--- src/rtl/fmult_accum_pkg.sv ---
// Shared definitions for the G.726 predictor estimate: float field layout,
// FMULT scaling constants and the sequencing state enum.
package fmult_accum_pkg;

    localparam int NTERMS = 8;
    localparam int ZTERMS = 6;

    // 11-bit float layout used by dq and sr
    localparam int FLT_SIGN     = 10;
    localparam int FLT_EXP_MSB  = 9;
    localparam int FLT_EXP_LSB  = 6;
    localparam int FLT_MANT_MSB = 5;

    localparam logic [4:0]  WEXP_BIAS   = 5'd26;
    localparam logic [11:0] WMANT_ROUND = 12'd48;
    localparam logic [15:0] AMAG_MASK   = 16'h1FFF;

    typedef enum logic [1:0] {
        ST_IDLE,
        ST_CALC,
        ST_DONE
    } state_t;

    // Position of the highest set bit plus one; zero for a zero operand.
    function automatic logic [3:0] bit_length(input logic [12:0] v);
        logic [3:0] len;
        len = 4'd0;
        for (int i = 0; i < 13; i++) begin
            if (v[i]) len = 4'(i + 1);
        end
        return len;
    endfunction

endpackage

--- src/rtl/fmult_accum_fmult.sv ---
// Combinational FMULT: scales a two's complement predictor coefficient by an
// 11-bit float sample and returns a 16-bit two's complement product.
module fmult
    import fmult_accum_pkg::*;
(
    input  logic [15:0] an,
    input  logic [10:0] srn,
    output logic [15:0] wan
);

    logic        an_s;
    logic [15:0] an_shr;
    logic [15:0] an_mag16;
    logic [12:0] an_mag;
    logic [3:0]  an_exp;
    logic [18:0] an_norm;
    logic [5:0]  an_mant;

    logic        sr_s;
    logic [3:0]  sr_exp;
    logic [5:0]  sr_mant;

    logic        wa_s;
    logic [4:0]  wa_exp;
    logic [11:0] mant_sum;
    logic [7:0]  wa_mant;
    logic [3:0]  unused_mant_frac;
    logic [14:0] wa_mant_ext;
    logic [14:0] wa_mag;

    assign an_s     = an[15];
    assign an_shr   = {2'b00, an[15:2]};
    // Negative coefficients are folded to a 13-bit magnitude
    assign an_mag16 = an_s ? ((16'd0 - an_shr) & AMAG_MASK) : an_shr;
    assign an_mag   = an_mag16[12:0];
    assign an_exp   = bit_length(an_mag);
    assign an_norm  = {an_mag, 6'b000000} >> an_exp;
    assign an_mant  = (an_mag == 13'd0) ? 6'd32 : an_norm[5:0];

    assign sr_s    = srn[FLT_SIGN];
    assign sr_exp  = srn[FLT_EXP_MSB:FLT_EXP_LSB];
    assign sr_mant = srn[FLT_MANT_MSB:0];

    assign wa_s     = sr_s ^ an_s;
    assign wa_exp   = {1'b0, sr_exp} + {1'b0, an_exp};
    assign mant_sum = ({6'd0, sr_mant} * {6'd0, an_mant}) + WMANT_ROUND;
    assign {wa_mant, unused_mant_frac} = mant_sum;
    assign wa_mant_ext = {7'd0, wa_mant};

    // Exponents above the bias shift left by at most two, so 15 bits suffice
    assign wa_mag = (wa_exp > WEXP_BIAS) ? (wa_mant_ext << (wa_exp - WEXP_BIAS))
                                         : (wa_mant_ext >> (WEXP_BIAS - wa_exp));

    assign wan = wa_s ? (16'd0 - {1'b0, wa_mag}) : {1'b0, wa_mag};

    logic unused_fmult;
    assign unused_fmult = ^{an[1:0], an_mag16[15:13], an_norm[18:6]};

endmodule

--- src/rtl/fmult_accum.sv ---
// Adaptive predictor estimate: iterates one shared FMULT over the eight
// predictor terms and accumulates them into sez (zero section) and se.
module fmult_accum
    import fmult_accum_pkg::*;
(
    input  logic        clk,
    input  logic        reset,
    input  logic        start,
    input  logic [15:0] b1,
    input  logic [15:0] b2,
    input  logic [15:0] b3,
    input  logic [15:0] b4,
    input  logic [15:0] b5,
    input  logic [15:0] b6,
    input  logic [15:0] a1,
    input  logic [15:0] a2,
    input  logic [10:0] dq1,
    input  logic [10:0] dq2,
    input  logic [10:0] dq3,
    input  logic [10:0] dq4,
    input  logic [10:0] dq5,
    input  logic [10:0] dq6,
    input  logic [10:0] sr1,
    input  logic [10:0] sr2,
    input  logic        scan_in0,
    input  logic        scan_in1,
    input  logic        scan_in2,
    input  logic        scan_in3,
    input  logic        scan_in4,
    input  logic        scan_enable,
    input  logic        test_mode,
    output logic        scan_out0,
    output logic        scan_out1,
    output logic        scan_out2,
    output logic        scan_out3,
    output logic        scan_out4,
    output logic [14:0] se,
    output logic [14:0] sez,
    output logic        done
);

    localparam logic [3:0] IDX_SEZ  = 4'(ZTERMS);
    localparam logic [3:0] IDX_LAST = 4'(NTERMS);

    logic [15:0] coef_in  [NTERMS];
    logic [10:0] flt_in   [NTERMS];
    logic [15:0] coef_reg [NTERMS];
    logic [10:0] flt_reg  [NTERMS];

    state_t      state_reg;
    logic [3:0]  idx_reg;
    logic [15:0] wan_reg;
    logic [15:0] acc_reg;
    logic [14:0] sezi_reg;
    logic [14:0] se_reg;
    logic [14:0] sez_reg;
    logic        done_reg;

    logic [15:0] term_coef;
    logic [10:0] term_flt;
    logic [15:0] term_wan;
    logic [15:0] acc_sum;

    // Evaluation order: zero section first, then a2 before a1
    always_comb begin
        coef_in[0] = b1;  flt_in[0] = dq1;
        coef_in[1] = b2;  flt_in[1] = dq2;
        coef_in[2] = b3;  flt_in[2] = dq3;
        coef_in[3] = b4;  flt_in[3] = dq4;
        coef_in[4] = b5;  flt_in[4] = dq5;
        coef_in[5] = b6;  flt_in[5] = dq6;
        coef_in[6] = a2;  flt_in[6] = sr2;
        coef_in[7] = a1;  flt_in[7] = sr1;
    end

    assign term_coef = coef_reg[idx_reg[2:0]];
    assign term_flt  = flt_reg[idx_reg[2:0]];
    assign acc_sum   = acc_reg + wan_reg;

    fmult u_fmult (
        .an  (term_coef),
        .srn (term_flt),
        .wan (term_wan)
    );

    // Products are registered before accumulation, so CALC spans nine edges:
    // index k forms term k and adds term k-1.
    always_ff @(posedge clk or posedge reset) begin
        if (reset) begin
            state_reg <= ST_IDLE;
            idx_reg   <= 4'd0;
            wan_reg   <= 16'd0;
            acc_reg   <= 16'd0;
            sezi_reg  <= 15'd0;
            se_reg    <= 15'd0;
            sez_reg   <= 15'd0;
            done_reg  <= 1'b0;
            for (int i = 0; i < NTERMS; i++) begin
                coef_reg[i] <= 16'd0;
                flt_reg[i]  <= 11'd0;
            end
        end else begin
            case (state_reg)
                ST_IDLE: begin
                    done_reg <= 1'b0;
                    if (start) begin
                        for (int i = 0; i < NTERMS; i++) begin
                            coef_reg[i] <= coef_in[i];
                            flt_reg[i]  <= flt_in[i];
                        end
                        idx_reg   <= 4'd0;
                        wan_reg   <= 16'd0;
                        acc_reg   <= 16'd0;
                        state_reg <= ST_CALC;
                    end
                end
                ST_CALC: begin
                    if (idx_reg != IDX_LAST) begin
                        wan_reg <= term_wan;
                    end
                    if (idx_reg != 4'd0) begin
                        acc_reg <= acc_sum;
                    end
                    if (idx_reg == IDX_SEZ) begin
                        sezi_reg <= acc_sum[15:1];
                    end
                    if (idx_reg == IDX_LAST) begin
                        se_reg    <= acc_sum[15:1];
                        sez_reg   <= sezi_reg;
                        done_reg  <= 1'b1;
                        state_reg <= ST_DONE;
                    end else begin
                        idx_reg <= idx_reg + 4'd1;
                    end
                end
                ST_DONE: begin
                    done_reg  <= 1'b0;
                    state_reg <= ST_IDLE;
                end
                default: begin
                    done_reg  <= 1'b0;
                    state_reg <= ST_IDLE;
                end
            endcase
        end
    end

    assign se   = se_reg;
    assign sez  = sez_reg;
    assign done = done_reg;

    assign scan_out0 = 1'b0;
    assign scan_out1 = 1'b0;
    assign scan_out2 = 1'b0;
    assign scan_out3 = 1'b0;
    assign scan_out4 = 1'b0;

    logic unused_dft;
    assign unused_dft = ^{scan_in0, scan_in1, scan_in2, scan_in3, scan_in4,
                          scan_enable, test_mode};

endmodule

--- config.mk ---
export PLATFORM = sky130hd
export DESIGN_NAME = fmult_accum
export DESIGN_NICKNAME = d
export VERILOG_FILES = /design/src/rtl/fmult_accum_pkg.sv /design/src/rtl/fmult_accum_fmult.sv /design/src/rtl/fmult_accum.sv
export SDC_FILE = /design/constraint.sdc
export NUM_CORES = 1
export LEC_CHECK = 0
export CAP_MARGIN = 40
export CELL_PAD_IN_SITES_DETAIL_PLACEMENT = 0
export CELL_PAD_IN_SITES_GLOBAL_PLACEMENT = 1
export CORE_UTILIZATION = 41
export CTS_CLUSTER_DIAMETER = 120
export DETAILED_ROUTE_END_ITERATION = 7
export GPL_TIMING_DRIVEN = 0
export PLACE_DENSITY_LB_ADDON = 0.1
export SYNTH_ARGS = -nofsm -noshare
export SYNTH_HDL_FRONTEND = slang
export SYNTH_SLANG_ARGS = --single-unit
--- constraint.sdc ---
create_clock -name clk -period 11.8 [get_ports clk]
set_input_delay 1.77 -clock clk [delete_from_list [all_inputs] [get_ports clk]]
set_output_delay 1.77 -clock clk [all_outputs]
set_load 0.02 [all_outputs]
# Word-level counts from Yosys, hierarchy flattened
# Cells that the tools add are included.
# word_totals
register_bits	300
# op_classes
addsub	8
mul	1
order_cmp	2
n_eq_ne	9
shift	3
muxes	36
bitwise	2
reduce_logical	11
# op_table
op	count
16-bit 2-to-1 mux	6
16-bit one-hot mux with 2 select lines	2
4-bit 2-to-1 mux	14
16-bit binary-select mux with 3-bit select	1
11-bit binary-select mux with 3-bit select	1
11-bit 2-to-1 mux	2
19-bit by 4-bit >> shifter with 6-bit output	1
16-bit adder	1
1-bit by 15-bit subtractor with 16-bit output (first input constant)	1
15-bit 2-to-1 mux	1
8-bit by 5-bit << shifter with 15-bit output	1
8-bit by 5-bit >> shifter with 15-bit output	1
13-bit logical NOT	1
13-bit 2-to-1 mux	1
1-bit by 13-bit subtractor with 13-bit output (first input constant)	1
12-bit by 6-bit adder with 12-bit output (second input constant)	1
6-bit by 6-bit multiplier with 12-bit output	1
2-bit inequality test (second input constant)	5
3-bit AND reduction	3
4-bit one-hot mux with 2 select lines	1
2-bit AND reduction	4
6-bit 2-to-1 mux	1
4-bit by 4-bit adder with 5-bit output	1
5-bit > comparator (second input constant)	1
other kinds (16)	19

# Logic depth before layout (Yosys ltp)
# Gate-level depths: netlist (run 1).
# depth
depth_word	29
mapped_depth	44

# By module
# A second synthesis (run 1) with hierarchy kept.
# unflattened
hier_cells	2002
hier_area_um2	17661.9
# modules_own_cells
module	instances	cells_each	area_each_um2	seq_area_each_um2
fmult_accum	1	1473	13711.9	7507.2
fmult	1	529	3950.0	0.0

# Worst setup path after synthesis (run 1)
# Ideal clock, no wire load.
# synth_timing
path_kind	register -> register
startpoint	register idx_reg[2]
endpoint	register wan_reg[13]
setup_ps	69
arrival_ps	9448
t_required_ps	11731
slack_ps	2282
path_stages_with_launch	38
path_buffers	5
period_less_slack_ps	9518
cell_sequence	dfrtp_1 buf_2 buf_2 buf_2 mux2i_1 nand2_1 and4_1 inv_1 ha_1 clkbuf_1 inv_1 a2111o_1 o41ai_4 xor2_2 o21ai_2 a21oi_2 buf_6 mux2i_1 [... 2 more ...] fa_1 fa_1 fa_1 inv_1 fa_1 inv_1 ha_1 a21o_1 a21oi_1 o21ai_0 a21oi_1 nor3_1 o311a_1 a311o_1 nor4_2 nand4_1 or4_1 nand3_1
# synth_via
elab_chain_len	29
# synth_lines
element	line	source
start, declared	fmult_accum.sv:51	logic [3:0] idx_reg;
start signal, assigned	fmult_accum.sv:133	idx_reg <= idx_reg + 4'd1;
3-bit inverter with 4-bit output (not written as such)	fmult_accum.sv:76, fmult_accum.sv:77	
16-bit binary-select mux with 3-bit select	fmult_accum.sv:76	assign term_coef = coef_reg[idx_reg[2:0]];
16-bit 2-to-1 mux (not written as such) (2 in series)	fmult_accum.sv:76	
1-bit by 13-bit subtractor with 13-bit output	fmult_accum_fmult.sv:34	assign an_mag16 = an_s ? ((16'd0 - an_shr) & AMAG_MASK) : an_shr;
13-bit 2-to-1 mux	fmult_accum_fmult.sv:34	
1-bit 2-to-1 mux	fmult_accum_pkg.sv:29	if (v[i]) len = 4'(i + 1);
4-bit 2-to-1 mux (12 in series)	fmult_accum_pkg.sv:29	
19-bit by 4-bit >> shifter with 6-bit output	fmult_accum_fmult.sv:37	assign an_norm = {an_mag, 6'b000000} >> an_exp;
6-bit 2-to-1 mux	fmult_accum_fmult.sv:38	assign an_mant = (an_mag == 13'd0) ? 6'd32 : an_norm[5:0];
6-bit by 6-bit multiplier with 12-bit output	fmult_accum_fmult.sv:46	assign mant_sum = ({6'd0, sr_mant} * {6'd0, an_mant}) + WMANT_ROUND;
12-bit by 6-bit adder with 12-bit output	fmult_accum_fmult.sv:46	
8-bit by 5-bit >> shifter with 15-bit output / 8-bit by 5-bit << shifter with 15-bit output (equally long branches)	fmult_accum_fmult.sv:52, fmult_accum_fmult.sv:51	
15-bit 2-to-1 mux	fmult_accum_fmult.sv:51	assign wa_mag = (wa_exp > WEXP_BIAS) ? (wa_mant_ext << (wa_exp - WEXP_BIAS))
1-bit by 15-bit subtractor with 16-bit output	fmult_accum_fmult.sv:54	assign wan = wa_s ? (16'd0 - {1'b0, wa_mag}) : {1'b0, wa_mag};
16-bit 2-to-1 mux	fmult_accum_fmult.sv:54	
16-bit 2-to-1 mux	fmult_accum.sv:118	if (idx_reg != IDX_LAST) begin
16-bit one-hot mux with 2 select lines	fmult_accum.sv:103	case (state_reg)
end signal, assigned	fmult_accum.sv:119	wan_reg <= term_wan;
end, declared	fmult_accum.sv:52	logic [15:0] wan_reg;
# Several ways; a longest one is shown, not always the timed one. The select of a mux whose other input is x is not followed.
# A chain may end at the register's enable or synchronous reset.

# Final worst setup path (run 1)
# Ends and elaborated chain as after synthesis.

==> metrics.md, run 1 <==
| Metric | Value |
|---|---|
| Crit-path max cell delay | `0.58 ns` |
| Drt initial violations | `1079` |
| Post-synth top area share | `0.429` |
| CP max-delay cell | `fa_1` |
| Pin count of the biggest net entering global routing | `121` |
| Critical Path Fanout Max | `10` |
| Placed Instances | `2675` |
| DR vias/cell | `5.29` |
| Die span in x | `203 microns` |
| Routed WL | `51000 microns` |
| Hold Vio Cnt, Final | `0` |
| FP Rows | `73` |
| Worst slew pin tran | `0.859 ns` |
| RSZ-0062 raised after global routing | `false` |
| Placed wire-length estimate | `39000 microns` |
| Async S/R FF share, synth | `1.00` |
| Post-synth EDFFs | `0` |
| Relative slew slack | `0.427` |
| Die ar. | `41200 sq um` |
| Max Slew Vio Count | `0` |
| Port Buf Inserts | `233` |
| Core Box Area | `39800 sq um` |
| H-tree depth | `2` |
| Worst setup SP type | `flip-flop` |
| Register bit total from synthesis | `284` |
| Initial Util | `0.416` |
| Placer Congestion | `0.869` |
| Filler Cell Count | `3835` |
| Number of global-route vias before repair | `14600` |
| Fraction of layout cells with a size suffix above 1 | `0.0805` |
| Worst-Skew Late Latency | `0.53 ns` |
| Synth area leader | `dfrtp_1` |
| Max reg flops | `112` |
| Synth Flop Type | `dfrtp_1` |
| CP Class | `flip-flop to flip-flop` |
| CTS Hold Bufs | `0` |
| Max_cap viols | `0` |
| Hold crit path type | `flip-flop to flip-flop` |
| Non-Filler Instances | `2735` |
| Commonest non-fill, non-tap cell in the layout | `nand2_1` |
| Critical path endpoint category | `flip-flop` |
| # clock sinks | `284` |
| Number of cells on the worst reg-to-reg path | `37` |
| Boundary Pins | `262` |
| Nets | `2485` |
| Total gr overflow | `0` |
| Minimum clock period | `11.06 ns` |
| Sequential element share of the synthesized area | `0.429` |
| Netlist cell types | `90` |
| Initial antenna violation count | `0` |
| Most frequent CP cell | `fa_1` |
| Final setup viols | `0` |
| Synth area leaders | `dfrtp_1 43%, nand2_1 18%, mux4_2 5.2%, ha_1 3.9%, fa_1 2.4%` |
| Area Growth Syn to Fin | `25.8%` |
| Instance count of the mapped netlist | `1904` |
| Most frequent cells in the layout | `796 x nand2_1, 284 x dfrtp_1, 233 x clkdlybuf4s50_1` |
| Final period util | `0.938` |
| Crit path DAT | `11.52 ns` |
| Register area | `7110 sq um` |
| Status | `finished, final reports clean` |
| Die Height | `203 microns` |
| Global-route wire length before repair | `80800 microns` |
| Wirelength per Cell | `18.6 microns` |
| Clock-pin slew on the worst setup and hold paths | `0.06 ns` |
| Via count | `14500` |
| N_diodes | `0` |
| Remaining antenna violation count after routing | `0` |
| CTS tree | `built` |
| Hold depth | `2` |
| FMAX | `0.0904 GHz` |
| YS warnings | `0` |
| Synth Cell Area | `16600 sq um` |
| Gr usage total | `0.253` |
| # DRC | `0` |
| Num CTS Buffers | `34` |
| Syn Area/Cell | `8.70 sq um` |
| Critical path required time | `12.26 ns` |
| Clock buffer depth | `3` |
| Drt first pass iters | `5` |
| Multi-input gate area | `8900 sq um` |
| CTS root buf | `clkbuf_16` |
| Worst clock skew | `0.0230 ns` |
[per-layer routing]
metal | share of wire | routed length [microns] | vias to the layer above | track usage
li1 | - | - | 6980 | -
met1 | 0.47 | 23800 | 7059 | 0.357
met2 | 0.47 | 23800 | 365 | 0.408
met3 | 0.043 | 2180 | 66 | 0.0294
met4 | 0.023 | 1150 | 0 | 0.0733
met5 | 0 | 0 | - | 0
[synthesized netlist by cell type, drive strengths merged, types with 9 or more instances]
cell and number:
nand2 797, dfrtp 284, clkbuf 74, nor2 74, a21oi 58, ha 51
o21ai 50, inv 47, mux4 41, nand3 38, xnor2 35, mux2i 34
buf 25, mux2 25, nor3 21, fa 20, o211ai 15, xor2 13
and2 11, a31oi 10, a21o 9, o21a 9
[cells by family (layout without fill, tap and decap cells)]
group / after synthesis / after routing / share of synthesized area
AOI/OAI and AO/OA: 249 / 249 / 0.106
xor gates and xnor gates: 48 / 48 / 0.0258
muxes: 100 / 100 / 0.0942
and+or+nand+nor: 1004 / 1004 / 0.246
adders and majority gates: 71 / 71 / 0.0627
buffers and inverters: 147 / 449 / 0.0365
other: 1 / 5 / 0.000226
DFF: 284 / 284 / 0.429
[worst paths after layout]
path / from / to / slack, ns
worst max-delay path: idx_reg[2]$_DFFE_PP0P_ / wan_reg[13]$_DFFE_PP0P_ / 0.74
worst min-delay path: flt_reg[64]$_DFFE_PP0P_ / flt_reg[64]$_DFFE_PP0P_ / 0.47
worst max register to register: idx_reg[2]$_DFFE_PP0P_ / wan_reg[13]$_DFFE_PP0P_ / 0.74
worst min register to register: flt_reg[64]$_DFFE_PP0P_ / flt_reg[64]$_DFFE_PP0P_ / 0.47
max in group asynchronous: reset / flt_reg[53]$_DFFE_PP0P_ / 9.06
min in group asynchronous: reset / sez[13]$_DFFE_PP0P_ / 1.70
[worst max-delay path, delay by kind of cell (launching register included)]
kind | cells | cell delay [ns]
AOI/OAI and AO/OA | 13 | 3.43
DFF | 1 | 0.31
muxes | 1 | 0.36
xor gates and xnor gates | 1 | 0.32
adders and majority gates | 6 | 2.55
and+or+nand+nor | 8 | 2.28
buffers and inverters | 8 | 1.69
[per-stage QoR]
stage | hold slack, ns | instance area [sq um] | setup WS [ns] | TNS [ns] | util
after floorplan | 0.435 | 16600 | 2.19 | 0 | -
after global placement | 0.453 | 19600 | -1.67 | -458.53 | 0.491
after detailed placement | 0.457 | 19700 | 0.364 | 0 | 0.495
after CTS | 0.472 | 20800 | 0.324 | 0 | 0.522
after global routing | 0.484 | 20800 | 0.0455 | 0 | 0.523
final | 0.467 | 20800 | 0.735 | 0 | 0.523
[final cells by class]
type / count / share of cell area
sequential: 284 / 0.341
inverter: 48 / 0.00901
buffer: 99 / 0.0205
clock inverter: 16 / 0.00637
clock buffer: 42 / 0.0452
multi-input combinational: 1477 / 0.427
timing repair buffer: 244 / 0.119
tap: 525 / 0.0315
[timing repair]
| item | in CTS | in global routing |
|---|---|---|
| buffers inserted | 0 | 2 |
| endpoints found under the setup margin | 0 | 11 |
| resized for setup | 0 | 8 |
Power of run 1 is not shown: default switching activity piles up to over one toggle a cycle in this logic, so the estimate is an artifact.
==> run 2: changes to the inputs <==
--- a/config.mk
+++ b/config.mk
@@ -5,13 +5,15 @@
 export SDC_FILE = /design/constraint.sdc
 export NUM_CORES = 1
 export LEC_CHECK = 0
+export ABC_AREA = 1
 export CAP_MARGIN = 40
 export CELL_PAD_IN_SITES_DETAIL_PLACEMENT = 0
 export CELL_PAD_IN_SITES_GLOBAL_PLACEMENT = 1
-export CORE_UTILIZATION = 41
+export CORE_UTILIZATION = 39
 export CTS_CLUSTER_DIAMETER = 120
 export DETAILED_ROUTE_END_ITERATION = 7
 export GPL_TIMING_DRIVEN = 0
+export MAX_ROUTING_LAYER = met4
 export PLACE_DENSITY_LB_ADDON = 0.1
 export SYNTH_ARGS = -nofsm -noshare
 export SYNTH_HDL_FRONTEND = slang
==> metrics.md, run 2 <==
| Metric | Value |
|---|---|
| Status | `complete, but fails checks` |
| Failing checks | `design-rule violations` |
| Remaining antenna violation count after routing | `0 (unchanged)` |
| CP max-delay cell | `clkbuf_1` |
| Instance count of the mapped netlist | `2254 (+18%)` |
| Num CTS Buffers | `34 (unchanged)` |
| Area Growth Syn to Fin | `25.6%` |
| Number of global-route vias before repair | `15200 (+4.2%)` |
| N_diodes | `0 (unchanged)` |
| DR vias/cell | `4.96 (-6.2%)` |
| Filler Cell Count | `4180 (+9.0%)` |
| RSZ-0062 raised after global routing | `false` |
| Relative slew slack | `0.411 (-0.0163)` |
| Worst-Skew Late Latency | `0.54 ns (about the same)` |
| Register bit total from synthesis | `284 (unchanged)` |
| Worst setup SP type | `flip-flop` |
| Post-synth top area share | `0.434 (+0.00472)` |
| Synth Flop Type | `dfrtp_1` |
| Most frequent cells in the layout | `942 x nand2_1, 284 x dfrtp_1, 233 x clkdlybuf4s50_1` |
| Die span in x | `207 microns (+2.0%)` |
| Crit-path max cell delay | `0.56 ns (-0.02 ns)` |
| Worst slew pin tran | `0.876 ns (+0.0170 ns)` |
| FP Rows | `74 (+1.4%)` |
| Final setup viols | `0 (unchanged)` |
| Sequential element share of the synthesized area | `0.434 (+0.00472)` |
| Placed Instances | `3025 (+13%)` |
| Wirelength per Cell | `16.6 microns (-11%)` |
| Async S/R FF share, synth | `1.00 (unchanged)` |
| FMAX | `0.112 GHz (+24%)` |
| Max reg flops | `112 (unchanged)` |
| Clock buffer depth | `3 (unchanged)` |
| Hold Vio Cnt, Final | `0 (unchanged)` |
| Die ar. | `42800 sq um (+3.9%)` |
| Post-synth EDFFs | `0 (unchanged)` |
| Critical path endpoint category | `flip-flop` |
| Hold crit path type | `flip-flop to flip-flop` |
| # clock sinks | `284 (unchanged)` |
| Synth area leaders | `dfrtp_1 43%, nand2_1 22%, o21ai_0 6.1%, nand3_1 4.7%, inv_1 4.2%` |
| CTS root buf | `clkbuf_16` |
| Drt first pass iters | `8 (+3)` |
| H-tree depth | `2 (unchanged)` |
| Synth area leader | `dfrtp_1` |
| Pin count of the biggest net entering global routing | `123 (+1.7%)` |
| Port Buf Inserts | `233 (unchanged)` |
| Placer Congestion | `0.868 (about the same)` |
| Fraction of layout cells with a size suffix above 1 | `0.0510 (-0.0296)` |
| Nets | `2826 (+14%)` |
| CTS Hold Bufs | `0 (unchanged)` |
| Routed WL | `51200 microns (+0.50%)` |
| Max Slew Vio Count | `0 (unchanged)` |
| Drt initial violations | `898 (-17%)` |
| Total gr overflow | `0 (unchanged)` |
| Count leader, synth | `nand2_1` |
| CP Class | `flip-flop to flip-flop` |
| Die Height | `207 microns (+2.0%)` |
| Initial Util | `0.398 (-0.0174)` |
| Via count | `15300 (+5.8%)` |
| YS warnings | `0 (unchanged)` |
| Critical Path Fanout Max | `11 (+1)` |
| Most frequent CP cell | `nand2_1` |
| Post-CTS resize count | `0 (unchanged)` |
| Clock-pin slew on the worst setup and hold paths | `0.05 ns (about the same)` |
| Final period util | `0.758 (-0.180)` |
| Synth Cell Area | `16400 sq um (-1.1%)` |
| Global-route wire length before repair | `81400 microns (+0.76%)` |
| Gr usage total | `0.254 (+0.000970)` |
| Non-Filler Instances | `3083 (+13%)` |
| Syn Area/Cell | `7.27 sq um (-16%)` |
| Netlist cell types | `50 (-44%)` |
| Worst clock skew | `0.0134 ns (-0.00968 ns)` |
| Critical path required time | `12.22 ns (-0.04 ns)` |
| Max_cap viols | `0 (unchanged)` |
| Core Box Area | `41100 sq um (+3.2%)` |
| Crit path DAT | `9.36 ns (-2.16 ns)` |
| Commonest non-fill, non-tap cell in the layout | `nand2_1` |
| Minimum clock period | `8.94 ns (-2.12 ns)` |
| Initial antenna violation count | `0 (unchanged)` |
| Top post-synthesis cells by count | `942 x nand2_1, 284 x dfrtp_1, 201 x o21ai_0, 184 x inv_1, 153 x nand3_1` |
| Boundary Pins | `262 (unchanged)` |
| Postcts setup bufs | `0 (unchanged)` |
| # DRC | `1 (+1)` |
| Placed wire-length estimate | `39500 microns (+1.5%)` |
| CTS tree | `built` |
==> run 2: cell count changes after synthesis, sizes merged, moves of 25 or more <==
| cell | delta |
|---|---|
| nand3 | +121 |
| mux2 | -25 |
| o21ai | +170 |
| mux4 | -41 |
| nand2 | +154 |
| inv | +146 |
| xnor2 | -30 |
| mux2i | -34 |
| nor2 | +44 |
==> run 2: worst paths after layout <==
path,start,endpoint,slack (ns),cells after the start
setup / recovery,idx_reg[1]$_DFFE_PP0P_,wan_reg[12]$_DFFE_PP0P_,2.86,44
hold / removal,sez[6]$_DFFE_PP0P_,sez[6]$_DFFE_PP0P_,0.47,2
setup reg to reg,idx_reg[1]$_DFFE_PP0P_,wan_reg[12]$_DFFE_PP0P_,2.86,44
hold reg to reg,sez[6]$_DFFE_PP0P_,sez[6]$_DFFE_PP0P_,0.47,2
max in group asynchronous,reset,coef_reg[61]$_DFFE_PP0P_,8.64,4
min in group asynchronous,reset,sez[6]$_DFFE_PP0P_,1.67,2
==> run 2: per-stage QoR <==
stage	util	TNS (ns)	setup slack, ns	hold slack, ns	area (sq um)
5_1_grt	0.500	0	2.12	0.489	20600
3_3_place_gp	0.472	-430.11	-1.58	0.454	19400
6_report	0.500	0	2.86	0.468	20600
4_1_cts	0.500	0	2.72	0.473	20600
2_1_floorplan	-	0	2.19	0.444	16400
3_5_place_dp	0.473	0	2.74	0.459	19500
==> run 2: cell type report <==
cell class	count	area, sq um	area share
Multi-Input combinational cell	1667	8030	0.391
Sequential cell	284	7110	0.346
Timing Repair Buffer	235	2390	0.116
Clock buffer	49	998	0.0485
Inverter	195	742	0.0361
Tap cell	532	666	0.0324
Buffer	112	518	0.0252
Clock inverter	9	118	0.00572
==> run 2: cells by family after synthesis <==
group	share of synthesized area
simple gates	0.309
compound gates	0.103
buf+inv	0.0765
flops	0.434
fa+ha+maj	0.0634
xor+xnor	0.0138
other cells	0.000229
==> run 2: worst max-delay path, delay by kind of cell (launching register included) <==
kind,cells,cell delay (ns)
XOR/XNOR,2,0.38
buffers and inverters,7,1.42
AO/OA/AOI/OAI,5,0.81
AND/OR/NAND/NOR,24,3.10
flip-flops,1,0.39
adder cells (fa/ha/maj),6,2.71
==> run 2: per-layer routing <==
layer,vias to the layer above,track usage,wire (microns)
li1,7668,-,-
met1,7234,0.337,23700
met2,326,0.409,24300
met3,79,0.0295,2040
met4,0,0.0717,1170
met5,-,-,0
Power of run 2 is left out for the same reason.
